===== config.mk =====
export PLATFORM = sky130hd
export DESIGN_NAME = cpu_cycle_sequencer
export DESIGN_NICKNAME = d
export VERILOG_FILES = /design/src/rtl/cpu_timing_pkg.sv /design/src/rtl/nmi_edge_latch.sv /design/src/rtl/cpu_cycle_sequencer.sv
export SDC_FILE = /design/constraint.sdc
export NUM_CORES = 1
export LEC_CHECK = 0
export CAP_MARGIN = 10
export CORE_UTILIZATION = 45
export CTS_CLUSTER_SIZE = 30
export DETAILED_ROUTE_END_ITERATION = 12
export PLACE_DENSITY_LB_ADDON = 0.1
export REMOVE_ABC_BUFFERS = 1
export SYNTH_ARGS = -nofsm -noshare
export SYNTH_HDL_FRONTEND = slang
export SYNTH_SLANG_ARGS = --single-unit

===== constraint.sdc =====
create_clock -name clk -period 1.65 [get_ports clk]
set_input_delay 0.4125 -clock clk [delete_from_list [all_inputs] [get_ports clk]]
set_output_delay 0.4125 -clock clk [all_outputs]
set_load 0.1 [all_outputs]

===== src/rtl/cpu_timing_pkg.sv =====
`default_nettype none
// ============================================================================
// Module   : cpu_timing_pkg
// Purpose  : Shared timing constants and sequence encodings for the 8227 core.
// Revision : 1.0 - initial release
// ============================================================================
package cpu_timing_pkg;

    localparam int NUM_T        = 7;
    localparam int RESET_CYCLES = 7;

    localparam int T0 = 0;
    localparam int T1 = 1;
    localparam int T2 = 2;
    localparam int T3 = 3;
    localparam int T4 = 4;
    localparam int T5 = 5;
    localparam int T6 = 6;

    typedef enum logic [1:0] {
        NONE  = 2'b00,
        IRQ   = 2'b01,
        NMI   = 2'b10,
        RESET = 2'b11
    } service_t;

    typedef enum logic {
        MODE_RESET_SEQ = 1'b0,
        MODE_RUN       = 1'b1
    } mode_t;

endpackage
`default_nettype wire


===== src/rtl/nmi_edge_latch.sv =====
`default_nettype none
// ============================================================================
// Module   : nmi_edge_latch
// Purpose  : Falling-edge NMI detector with a pending latch; a new edge beats a clear.
// Revision : 1.0 - initial release
// ============================================================================
module nmi_edge_latch (
    input  logic clk,
    input  logic nrst,
    input  logic i_nmi_n,
    input  logic i_clear,
    output logic o_pending
);

    logic r_nmi_prev;
    logic r_nmi_latch;
    logic w_fall;

    assign w_fall    = r_nmi_prev & ~i_nmi_n;
    assign o_pending = r_nmi_latch;

    always_ff @(posedge clk or negedge nrst) begin
        if (!nrst) begin
            r_nmi_prev  <= 1'b1;
            r_nmi_latch <= 1'b0;
        end else begin
            r_nmi_prev <= i_nmi_n;
            // A fresh edge on the clearing clk must not be lost.
            if (w_fall) begin
                r_nmi_latch <= 1'b1;
            end else if (i_clear) begin
                r_nmi_latch <= 1'b0;
            end
        end
    end

endmodule
`default_nettype wire


===== src/rtl/cpu_cycle_sequencer.sv =====
`default_nettype none
// ============================================================================
// Module   : cpu_cycle_sequencer
// Purpose  : One-hot T-state generator with RDY stall, reset sequence and
//            NMI/IRQ service selection at instruction boundaries.
// Revision : 1.0 - initial release
// ============================================================================
module cpu_cycle_sequencer #(
    parameter int NUM_T        = cpu_timing_pkg::NUM_T,
    parameter int RESET_CYCLES = cpu_timing_pkg::RESET_CYCLES
) (
    input  logic             clk,
    input  logic             nrst,
    input  logic             i_slow_pulse,
    input  logic             i_rdy,
    input  logic             i_rw,
    input  logic             i_last_cycle,
    input  logic             i_nmi_n,
    input  logic             i_irq_n,
    input  logic             i_irq_mask,
    output logic             o_step,
    output logic             o_stalled,
    output logic [NUM_T-1:0] o_t_state,
    output logic             o_sync,
    output logic             o_reset_seq,
    output logic [1:0]       o_service_req,
    output logic             o_seq_error
);

    import cpu_timing_pkg::*;

    localparam int             CW       = (RESET_CYCLES > 1) ? $clog2(RESET_CYCLES) : 1;
    localparam logic [CW-1:0]  CNT_LAST = CW'(RESET_CYCLES - 1);

    mode_t            r_mode;
    service_t         r_svc;
    logic [NUM_T-1:0] r_t_state;
    logic [CW-1:0]    r_rst_cnt;
    logic             r_seq_error;

    logic     w_stall_cond;
    logic     w_step;
    logic     w_boundary;
    logic     w_nmi_pending;
    logic     w_irq_take;
    service_t w_next_svc;

    assign w_stall_cond = ~i_rdy & i_rw;
    assign w_step       = i_slow_pulse & ~w_stall_cond;
    assign w_boundary   = w_step & (r_mode == MODE_RUN) & i_last_cycle;
    assign w_irq_take   = ~i_irq_n & ~i_irq_mask;

    always_comb begin
        w_next_svc = NONE;
        if (w_nmi_pending) begin
            w_next_svc = NMI;
        end else if (w_irq_take) begin
            w_next_svc = IRQ;
        end
    end

    nmi_edge_latch u_nmi_edge_latch (
        .clk       (clk),
        .nrst      (nrst),
        .i_nmi_n   (i_nmi_n),
        .i_clear   (w_boundary & w_nmi_pending),
        .o_pending (w_nmi_pending)
    );

    always_ff @(posedge clk or negedge nrst) begin
        if (!nrst) begin
            r_mode      <= MODE_RESET_SEQ;
            r_svc       <= RESET;
            r_t_state   <= NUM_T'(1) << T0;
            r_rst_cnt   <= '0;
            r_seq_error <= 1'b0;
        end else if (w_step) begin
            case (r_mode)
                MODE_RESET_SEQ: begin
                    if (r_rst_cnt == CNT_LAST) begin
                        r_mode    <= MODE_RUN;
                        r_svc     <= NONE;
                        r_t_state <= NUM_T'(1) << T0;
                        r_rst_cnt <= '0;
                    end else begin
                        r_rst_cnt <= r_rst_cnt + 1'b1;
                        r_t_state <= r_t_state << 1;
                    end
                end
                default: begin
                    if (i_last_cycle) begin
                        r_t_state <= NUM_T'(1) << T0;
                        r_svc     <= w_next_svc;
                    end else if (r_t_state[NUM_T-1]) begin
                        // Instruction overran the last T-state: park there and flag it.
                        r_seq_error <= 1'b1;
                    end else begin
                        r_t_state <= r_t_state << 1;
                    end
                end
            endcase
        end
    end

    assign o_step        = w_step;
    assign o_stalled     = i_slow_pulse & w_stall_cond;
    assign o_t_state     = r_t_state;
    assign o_reset_seq   = (r_mode == MODE_RESET_SEQ);
    assign o_service_req = r_svc;
    assign o_seq_error   = r_seq_error;
    assign o_sync        = (r_mode == MODE_RUN) & r_t_state[T0] & (r_svc == NONE);

endmodule
`default_nettype wire


==> results of run 1 <==
## critical path, cell delays in order, from the launching register on
cell     delay (ns)
dfstp_2        0.55
nand2_2        0.06
nor3_4         0.15
buf_12         0.20
## final timing paths
kind,start,to,slack (ns),cells after the start
max in group asynchronous,nrst,o_t_state[0],0.96,2
hold reg to reg,u_nmi_edge_latch.o_pending,u_nmi_edge_latch.o_pending,0.54,1
hold / removal,nrst,u_nmi_edge_latch.o_pending,0.44,2
min in group clk,u_nmi_edge_latch.o_pending,u_nmi_edge_latch.o_pending,0.54,1
setup reg to reg,r_rst_cnt[2],o_service_req[0],0.40,3
setup / recovery,o_t_state[0],o_sync,-0.009,3
## where the power goes
part	switching (mW)	internal [mW]	total [mW]	leakage [nW]
logic	0.288	0.180	0.468	0.352
registers	0.0381	0.428	0.466	0.200
clock network	0.131	0.135	0.265	0.0210
## metrics by stage
stage / total power, mW / std cells / TNS [ns] / util [%] / setup WS, ns
after floorplan: 0.723 / 66 / -3.06 / - / -1.76
after global placement: 0.920 / 114 / -1.43 / 77.5 / -0.192
after detailed placement: 0.924 / 114 / -1.42 / 77.5 / -0.175
after CTS: 1.21 / 119 / -0.0106 / 82.5 / -0.0106
after global routing: 1.24 / 119 / -0.0593 / 82.6 / -0.0593
final: 1.20 / 119 / -0.00925 / 82.6 / -0.00925
## layout make-up
cell class	instances	area, µm²	area share [%]
timing repair buffer	33	439	33.7
sequential	16	405	31.1
multi-input combinational	46	382	29.3
clock buffer	4	36.3	2.79
inverter	4	20.0	1.54
tap	16	20.0	1.54
## per-layer routing
metal  up-vias  wire length (µm)  GRT usage, %
met5         -                 0             0
met4         0                20          9.09
met3         4                77          2.45
met2        24               884          32.6
met1       345               852          29.3
li1        334                 -             -
## state kept, by name, indices dropped and copies added, names as in the netlist
| name | flops |
|---|---|
| o_service_req | 2 |
| o_seq_error | 1 |
| o_t_state | 7 |
| u_nmi_edge_latch.r_nmi_prev | 1 |
| r_mode | 1 |
| u_nmi_edge_latch.o_pending | 1 |
| r_rst_cnt | 3 |
## what timing repair did
action / 4_1_cts / 5_1_grt
pin swaps: 2 / 0
endpoints found under the setup margin: 3 / 2
setup buffers: 1 / 0
resized for setup: 13 / 1
## cells in the final DEF (no fill, tap or decap), types with 2 or more instances in the layout
cell,count
buf_12,14
dfrtp_1,12
a22o_1,2
a21oi_1,2
dfstp_2,4
nand4_1,7
mux2_2,2
a31oi_1,2
dlygate4sd2_1,3
inv_4,2
inv_1,2
nand3_1,3
clkbuf_4,3
clkdlybuf4s50_1,5
buf_4,11
o2bb2ai_1,6
## kinds of logic (layout without fill, tap and decap cells)
logic type	after synthesis	in the layout	synth area share [%]
and+or+nand+nor	24	24	19.0
AOI/OAI and AO/OA	19	19	19.7
DFF	16	16	50.9
buffers and inverters	9	41	5.66
muxes	3	3	4.72
==> results.yml, run 1 <==
global_route:
  grt_overflow: 0
  grt_pass1_wl_um: 2930
  antenna_found_initial: 0
  grt_usage_pct: 20.8
  grt_pass1_vias: 629
  grt_max_degree: 17
drt:
  wire_per_inst_um: 15.4
  drt_first_pass_iters: 6
  vias: 707
  wirelength_um: 1840
  drtIter0Drc: 17
  ant_nets: 0
  vias_per_cell: 5.94
  drc: 0
sta:
  period_share_pct: 101
  finalMaxSlewViolations: 0
  worstMarginPinSlew_ns: 0.292
  setup_viol: 1
  finalHoldViolCount: 0
  setup_ws_ns: -0.00925
  max-slew-margin-rel_pct: 80.4
  whs_ns: 0.436
  fmax_mhz: 603
  fin_crit_ns: 1.66
  clock-skew-final_ns: 0.00201
  rsz0062_at_grt: "yes"
worst_setup_path:
  crit_required_ns: 1.24
  critPathArrivalTime_ns: 1.25
  worstSetupPathType: "register to output port"
  crit_path_start_kind: "register"
  endpoint_kind: "output port"
  worstPathMaxFanout: 2
floorplan:
  die_h_um: 44.1
  ioPinCount: 23
  core_mm2: 0.00158
  die_w_um: 44.1
  fp-row-count: 14
  die_area_mm2: 0.00194
  initial_core_util_pct: 50.5
synth:
  ys_seq_elements: 16
  syn_inst: 71
  synth_flop_cell: "dfrtp_1"
  syn_area_per_cell_um2: 11.2
  async_flop_share_pct: 100
  synthTopCellsByArea: "dfrtp_1, dfstp_2, o2bb2ai_1"
  synth_most_common_cell: "dfrtp_1"
  synth_common_cells: "dfrtp_1, nand4_1, o2bb2ai_1"
  synth_edf_count: 0
  syn_area_um2: 796
  synth_top_area_cell: "dfrtp_1"
  yosysTopAreaCellShare_pct: 37.7
  yosysWarnings: 0
  seq_area_frac_synth_pct: 50.9
  ys_types: 34
clock_network:
  clockBufferDepth: 2
  clk_latency_ns: 0.29
  htree_num_levels: 1
  cts_root_buf: "clkbuf_4"
  cts_hold_buf: 0
  cts_sinks: 16
  cts_buffers: 3
  cts.reportedPaths.clkPinSlew_ns: 0.10
  cts_tree: "built"
placement:
  dpl_cell_area_mm2: 0.00122
  place_hpwl_um: 1220
  port_buffers: 22
  gp_congestion: 0.732
layout:
  area_delta_synth_final_pct: 63.7
  n_antenna_cell: 0
  drive_above_1_share_pct: 45.6
  final.fill_count: 81
  fin_area_mm2: 0.00130
  nNetsFinal: 113
power_and_ir_drop:
  power_leakage_nw: 0.573
  ir_drop_v: 0.000681
  power_density_mw_per_mm2: 921
outcome:
  violations: "negative setup slack"
  outcome: "finished with violations"
run:
  maxCapViolCount: 0
hold_path:
  hold_path_class: "input port to asynchronous set/reset pin"
Power figures use the tool's default switching activity.
==> run 2, diff against run 1 <==
==> constraint.sdc (replaced) <==
create_clock -name clk -period 1.65 [get_ports clk]
set_input_delay 0.4125 -clock clk [delete_from_list [all_inputs] [get_ports clk]]
set_output_delay 0.4125 -clock clk [all_outputs]
set_load 0.02 [all_outputs]
==> results.yml, run 2 (same netlist as run 1, synthesis figures left out) <==
outcome:
  outcome: "finished with violations"
  violations: "design-rule violations"
worst_setup_path:
  cp-endpoint: "o_service_req[1]"
  reg2reg_slack_ns: 0.39
  cp.depth: 1
  endpoint_kind: "output port"
  cpPeakStageDelay_ns: 0.56
  crit_family: "flip-flops"
  r2r_start: "r_rst_cnt[2]"
  worstSetupPathType: "register to output port"
  cp_cell_sequence: "dlygate4sd2_1"
  crit_slowest_cell: "dfstp_2"
  worstPathMaxFanout: 4
  r2r_cells: 3
  reg2reg_to: "o_service_req[0]"
  critPathArrivalTime_ns: 1.18
  worst-path-buf-inv: 1
  crit_required_ns: 1.24
  crit_path_start_kind: "register"
  critical_path.startpoint: "o_service_req[1]"
clock_network:
  cts_buffers: 3
  cts.reportedPaths.clkPinSlew_ns: 0.09
  cts_sinks: 16
  clockBufferDepth: 2
  cts_tree: "built"
  clk_latency_ns: 0.28
  htree_num_levels: 1
  cts_root_buf: "clkbuf_4"
  cts_hold_buf: 0
drt:
  vias: 699
  drc: 3
  wire_per_inst_um: 14.4
  wirelength_um: 1750
  drt_first_pass_iters: 10
  drtIter0Drc: 10
  vias_per_cell: 5.78
  ant_nets: 0
sta:
  clock-skew-final_ns: 0.00134
  finalMaxSlewViolations: 0
  fin_crit_ns: 1.59
  rsz0062_at_grt: "no"
  finalHoldViolCount: 0
  period_share_pct: 96.5
  worstMarginPinSlew_ns: 0.249
  max-slew-margin-rel_pct: 83.4
  fmax_mhz: 628
  setup_viol: 0
layout:
  largest_reg_flops: 7
  nNetsFinal: 115
  final.fill_count: 125
  drive_above_1_share_pct: 35.2
  n_antenna_cell: 0
  fin_area_mm2: 0.00113
  mostFrequentLayoutCells: "dlygate4sd2_1, buf_4, dfrtp_1"
  area_delta_synth_final_pct: 42.5
placement:
  gp_congestion: 0.716
  place_hpwl_um: 1270
  port_buffers: 22
  dpl_cell_area_mm2: 0.00110
power_and_ir_drop:
  power_leakage_nw: 0.557
  power_density_mw_per_mm2: 798
  ir_drop_v: 0.000564
  total_power_mw: 0.905
floorplan:
  initial_core_util_pct: 50.5
  die_h_um: 44.1
  fp-row-count: 14
  ioPinCount: 23
  core_mm2: 0.00158
  die_w_um: 44.1
  die_area_mm2: 0.00194
global_route:
  antenna_found_initial: 0
  grt_pass1_wl_um: 2970
  gr-max-usage-layer: "met2"
  met2_usage_pct: 31.8
  grt_max_degree: 17
  use_met1_pct: 29.6
  grt_usage_pct: 21.0
  grt_pass1_vias: 666
  use_met3_pct: 4.08
  grt_overflow: 0
run:
  maxCapViolCount: 0
hold_path:
  hold_path_class: "input port to asynchronous set/reset pin"
run 2: worst min path at each step:
stage,end
5_1_grt,r_rst_cnt[1]
3_3_place_gp,o_seq_error
4_1_cts,u_nmi_edge_latch.o_pending
3_5_place_dp,o_seq_error
6_report,u_nmi_edge_latch.o_pending
2_1_floorplan,o_seq_error
run 2: repair_timing:
item / in CTS / in global routing
pin swaps: 2 / 0
setup buffers: 0 / 0
gates cloned: 0 / 0
setup endpoints to repair: 14 / 1
gates resized for setup: 37 / 1
run 2: per-layer routing:
| layer | up-vias | share of wire [%] |
|---|---|---|
| met1 | 336 | 48 |
| met4 | 0 | 0.97 |
| li1 | 340 | - |
| met3 | 2 | 6.2 |
| met5 | - | 0 |
| met2 | 21 | 45 |
run 2: final cells by class:
class	instances	area (µm²)	area share [%]
clock buffers	4	36.3	3.20
inverters	4	15.0	1.32
multi-input cells	46	363	32.0
flip-flops and latches	16	405	35.8
well taps	16	20.0	1.77
repair buffers	35	294	25.9
run 2: power breakdown:
| group | total, mW | internal (mW) | switching [mW] | leakage [nW] |
|---|---|---|---|---|
| clock | 0.259 | 0.134 | 0.124 | 0.0210 |
| sequential | 0.447 | 0.428 | 0.0198 | 0.200 |
| combinational | 0.199 | 0.0966 | 0.102 | 0.336 |
| total | 0.905 | 0.659 | 0.246 | 0.557 |
run 2: stage by stage:
step           utilization (%)  hold slack [ns]  TNS, ns  setup slack (ns)  cells
6_report                  71.9            0.438        0            0.0582    121
4_1_cts                   72.2            0.439        0           0.00149    121
3_5_place_dp              70.0            0.462    -2.23            -0.544    117
2_1_floorplan                -            0.117        0             0.120     66
5_1_grt                   71.9            0.454        0            0.0135    121
3_3_place_gp              70.0            0.468    -1.84            -0.526    117
